File: src/rtl/nes_controller_poller.sv
// NES game pad poller: drives latch/pulse, synchronises serial data, publishes 8 buttons as a 32-bit word.
// Optional NES_DEBOUNCE_EN: a poll result must repeat on two consecutive polls before it is published.
module nes_controller_poller #(
  parameter int HALF_CYCLES = 6000,
  parameter int POLL_GAP    = 1000
) (
  input  logic        clk,
  input  logic        rst,
  input  logic        nes_data,
  output logic        nes_latch,
  output logic        nes_pulse,
  output logic [31:0] controller_data,
  output logic        poll_done,
  output logic [2:0]  dbg_state
);

  typedef enum logic [2:0] {
    S_IDLE   = 3'd0,
    S_LATCH  = 3'd1,
    S_LOW    = 3'd2,
    S_HIGH   = 3'd3,
    S_UPDATE = 3'd4
  } state_t;

  localparam int CNT_MAX = (2 * HALF_CYCLES > POLL_GAP) ? 2 * HALF_CYCLES : POLL_GAP;
  localparam int CW      = (CNT_MAX > 1) ? $clog2(CNT_MAX) : 1;

  localparam logic [CW-1:0] GAP_LAST   = CW'(POLL_GAP - 1);
  localparam logic [CW-1:0] LATCH_LAST = CW'(2 * HALF_CYCLES - 1);
  localparam logic [CW-1:0] HALF_LAST  = CW'(HALF_CYCLES - 1);

  state_t        state;
  logic [CW-1:0] cnt;
  logic [2:0]    bit_idx;
  logic [1:0]    sync_q;
  logic [7:0]    shift;
`ifdef NES_DEBOUNCE_EN
  logic [7:0]    prev_raw;
`endif

  assign dbg_state = state;

  always_ff @(posedge clk) begin
    if (rst) begin
      state           <= S_IDLE;
      cnt             <= '0;
      bit_idx         <= 3'd0;
      nes_latch       <= 1'b0;
      nes_pulse       <= 1'b0;
      controller_data <= 32'd0;
      poll_done       <= 1'b0;
      sync_q          <= 2'b11;
      shift           <= 8'hFF;
`ifdef NES_DEBOUNCE_EN
      prev_raw        <= 8'hFF;
`endif
    end else begin
      sync_q    <= {sync_q[0], nes_data};
      poll_done <= 1'b0;
      case (state)
        S_IDLE: begin
          if (cnt == GAP_LAST) begin
            cnt       <= '0;
            nes_latch <= 1'b1;
            state     <= S_LATCH;
          end else begin
            cnt <= cnt + CW'(1);
          end
        end
        S_LATCH: begin
          if (cnt == LATCH_LAST) begin
            cnt       <= '0;
            nes_latch <= 1'b0;
            state     <= S_LOW;
          end else begin
            cnt <= cnt + CW'(1);
          end
        end
        S_LOW: begin
          // Data has been stable for a whole half period here; sample at its end.
          if (cnt == HALF_LAST) begin
            cnt             <= '0;
            shift[bit_idx]  <= sync_q[1];
            if (bit_idx == 3'd7) begin
              state <= S_UPDATE;
            end else begin
              nes_pulse <= 1'b1;
              state     <= S_HIGH;
            end
          end else begin
            cnt <= cnt + CW'(1);
          end
        end
        S_HIGH: begin
          if (cnt == HALF_LAST) begin
            cnt       <= '0;
            nes_pulse <= 1'b0;
            bit_idx   <= bit_idx + 3'd1;
            state     <= S_LOW;
          end else begin
            cnt <= cnt + CW'(1);
          end
        end
        S_UPDATE: begin
`ifdef NES_DEBOUNCE_EN
          if (shift == prev_raw) controller_data <= {24'd0, ~shift};
          prev_raw <= shift;
`else
          controller_data <= {24'd0, ~shift};
`endif
          poll_done <= 1'b1;
          bit_idx   <= 3'd0;
          cnt       <= '0;
          state     <= S_IDLE;
        end
        default: begin
          cnt     <= '0;
          bit_idx <= 3'd0;
          state   <= S_IDLE;
        end
      endcase
    end
  end

endmodule

File: config.mk
export PLATFORM = sky130hd
export DESIGN_NAME = nes_controller_poller
export DESIGN_NICKNAME = d
export VERILOG_FILES = /design/src/rtl/nes_controller_poller.sv
export SDC_FILE = /design/constraint.sdc
export NUM_CORES = 1
export LEC_CHECK = 0
export ABC_AREA = 1
export CAP_MARGIN = 20
export CORE_ASPECT_RATIO = 1.4
export CORE_MARGIN = 2
export CORE_UTILIZATION = 31
export CTS_CLUSTER_DIAMETER = 150
export DETAILED_ROUTE_END_ITERATION = 16
export PLACE_DENSITY_LB_ADDON = 0.15
export SLEW_MARGIN = 5
export SYNTH_ARGS = -nofsm -noshare
export SYNTH_HDL_FRONTEND = slang
export SYNTH_SLANG_ARGS = --single-unit
File: constraint.sdc
create_clock -name clk -period 1.8 [get_ports clk]
set_clock_uncertainty 0.1 [all_clocks]
set_input_delay 0.36 -clock clk [delete_from_list [all_inputs] [get_ports clk]]
set_output_delay 0.36 -clock clk [all_outputs]
set_load 0.02 [all_outputs]
==> run summary <==
The slowest cell on the critical path is clkdlybuf4s50_1. Fill cells in the final layout number 792. The share of total power dissipated in sequential elements is 54.0%.

The portion of total power attributed to combinational logic is 12.0%. The H-tree depth is 2. The worst slack after detailed placement is 0.158 ns. Buffers placed on the I/O ports in this run total 16.

The critical path capture point type is an output port. Of the available clock period, the critical path in the final layout requires 94.3%. The via count came out at between 1,500 and 2,000. The commonest register cell after synthesis is dfxtp_1. The largest area contributor in the synthesized netlist is dfxtp_1.

The hold violation total from the final report is 0. The average size of a mapped cell is 7.26 µm². The first-pass iteration count of the detailed router is 4. The worst stage delay on the critical path is 0.60 ns. Setup violations remaining at the end of the flow were counted as 0. The cell area power density came out at 696 mW/mm². The global-route usage over all layers came out at 12.0%.

The die covers 0.00779 mm². After detailed routing, the number of remaining DRC violations is 0. The commonest cells after synthesis are 44 x nand2_1, 43 x nor2_1, 41 x dfxtp_1.

The max-capacitance violation count came out at 0. The net total in the final layout is 332. The maximum number of pins on one net before global-route repair is 19. Of the total power, the share spent switching nets is 27.8%. During I/O placement, the number of pins put on the boundary was 41. The flow ran to the end, and the final reports show no timing, DRC or antenna violations.

The initial utilization of the core area, before any placement, comes to about a third. The ratio of routed vias to standard cells came out at 4.33. The leakage power is 1.04 nW. The synthesized flop and latch total came out at 41.

The share of Yosys cell area claimed by the top area cell type came out at 37.3%. The detailed router's first-iteration violation count came out at 46. The clock power share is 34.0%. Of the cells placed in the final design, the portion with a size suffix greater than 1 is 13.5%. Of all nets on the critical path, the largest fanout is 2. The type of the most critical hold path is flop to flop. The total congestion overflow after global routing is 0.

The peak supply drop is 0.300 mV. TritonCTS built the clock tree. The analysis attributes to net switching a power of 484 µW. The post-synthesis instance area is 0.00220 mm². The post-route setup TNS came out at 0 ns.

The buffer and inverter count on the worst path is 1. The buffer depth of the longest clock path is 2. The final routed wire length divided by cell count is around 10 µm. STA puts the critical path data arrival time at approximately 1.2 ns. The final worst setup slack is 0.102 ns. The root buffer selected by CTS is clkbuf_8. From left edge to right edge, the die measures 75.2 µm. The distinct cell type count of the synthesized netlist came out at 29. The number of global-route vias before repair is 1,694.

The number of synthesized flops with an enable pin came out at 0. Buffers inserted during clock tree synthesis total 5. The half-perimeter wire length of the detailed placement result is between 3 and 4 mm.

By instance count, the leading cell after synthesis is nand2_1. The total of hold buffers inserted after clock tree synthesis came out at 0. The clock network latency to the later pin of the worst-skew pair came out at between 0.2 and 0.3 ns. By area the synthesized netlist is led by dfxtp_1 37%, buf_4 8.2%, nand2_1 7.5%. The number of antenna violations at the first check in global routing is 0.

At the worst endpoint, the required time is 1.34 ns. The kind of cell with the highest combined delay on the critical path is buffers and inverters. Clock-pin slew was measured on the worst setup and hold paths at 0.08 ns. The fraction of registers with async set/reset came out at 0%. The count of nets left with antenna violations after detail routing came out at 0.

The time the final worst path needs with I/O delays and setup is 1.70 ns. For this run, the register share of the synthesized area comes to 37.3%. The first global-routing pass estimated 7.36 mm of wire. The die is ~100 µm tall. The core footprint came out at 0.00694 mm². The total count of max-transition violations in the final report is 0.

The placer congestion estimate is about 0.87. The count of synthesis-stage warnings from yosys came out at 0. For this design, the sink count on the clock tree is 41. The cell internal power dissipation came out at 1.26 mW. Walking the worst path, the cells encountered are clkdlybuf4s50_1. The register area came out at 821 µm². The number of cells produced by synthesis came out at 303. By startpoint and endpoint, the worst setup path is classified as flop to output port. Compared with the post-synthesis result, the final layout area differs by 13.8%. The area taken by multi-input logic gates is 0.00111 mm².

The number of rows created at floorplan came out at 36. The number of antenna repair diodes came out at 0. Setup repair after global routing left no endpoint under its margin.

The kind of start point of the critical path is a flop. The detailed-route wire length is 4.42 mm. The top achievable clock speed is 0.589 GHz.
-- final timing paths --
check / cells past startpoint / slack (ns) / end / start
worst min-delay path: 1 / 0.32 / sync_q[1] / sync_q[0]
worst max register to register: 9 / 0.21 / shift[2] / cnt[0]
worst max-delay path: 1 / 0.10 / nes_pulse / nes_pulse
worst min register to register: 1 / 0.32 / sync_q[1] / sync_q[0]
-- cell families after synthesis --
family,share of synthesized area [%]
DFF,37.3
other,0.171
and+or+nand+nor,34.7
xor gates and xnor gates,3.19
adders and majority gates,1.71
buffers and inverters,16.6
AOI/OAI and AO/OA,6.26
-- area by class of cell --
class / count / share of cell area, %
multi-input cells: 221 / 44.2
repair buffers: 24 / 9.80
flip-flops and latches: 41 / 32.8
well taps: 95 / 4.75
clock inverters: 3 / 0.700
inverters: 33 / 4.95
clock buffers: 5 / 2.75
-- sequential cells by signal, indices dropped and copies added (netlist names) --
name,flops
bit_idx,3
controller_data,8
nes_pulse,1
shift,8
poll_done,1
cnt,14
nes_latch,1
dbg_state,3
sync_q,2
-- power by group through the flow --
stage	clock network, mW	registers (mW)	logic (mW)
floorplan	0	0.964	0.198
global placement	0	0.962	0.204
detailed placement	0	0.962	0.205
CTS	0.628	0.940	0.204
global route	0.667	0.944	0.233
finish	0.592	0.941	0.209
-- routing by layer --
metal / global-route usage [%] / share of wire, % / up-vias
met3: 2.72 / 2.2 / 14
met1: 13.3 / 44 / 823
met2: 20.6 / 51 / 28
li1: - / - / 963
met5: 0 / 0 / -
met4: 6.02 / 3.3 / 0
-- cells in the final DEF, fill, tap and decap left out, drive strengths merged --
cell           instances
nor2                  57
nand2                 50
dfxtp                 41
nand3                 31
inv                   31
conb                  24
o21ai                 14
nand4                 13
clkdlybuf4s50         13
a21oi                 12
buf                    8
xor2                   7
nor3                   6
clkbuf                 5
clkinv                 4
ha                     3
or2                    2
dlygate4sd2            2
a211oi                 1
xnor2                  1
clkinvlp               1
dlymetal6s2s           1
-- stage by stage --
| stage | utilization [%] | total power, mW | instances | cell area [µm²] | hold slack (ns) |
|---|---|---|---|---|---|
| after detailed placement | 34.4 | 1.17 | 413 | 2390 | 0.303 |
| after CTS | 35.6 | 1.77 | 421 | 2470 | 0.326 |
| after global placement | 34.4 | 1.17 | 413 | 2390 | 0.313 |
| after floorplan | - | 1.16 | 326 | 2280 | 0.289 |
| final | 36.1 | 1.74 | 422 | 2500 | 0.320 |
| after global routing | 36.1 | 1.84 | 422 | 2500 | 0.335 |
-- timing repair --
| item | CTS | global route |
|---|---|---|
| cloned | 0 | 0 |
| endpoints found under the setup margin | 2 | 11 |
| pin swaps | 0 | 1 |
| setup buffers | 0 | 1 |
| gates resized for setup | 2 | 2 |
Power figures use the tool's default switching activity.
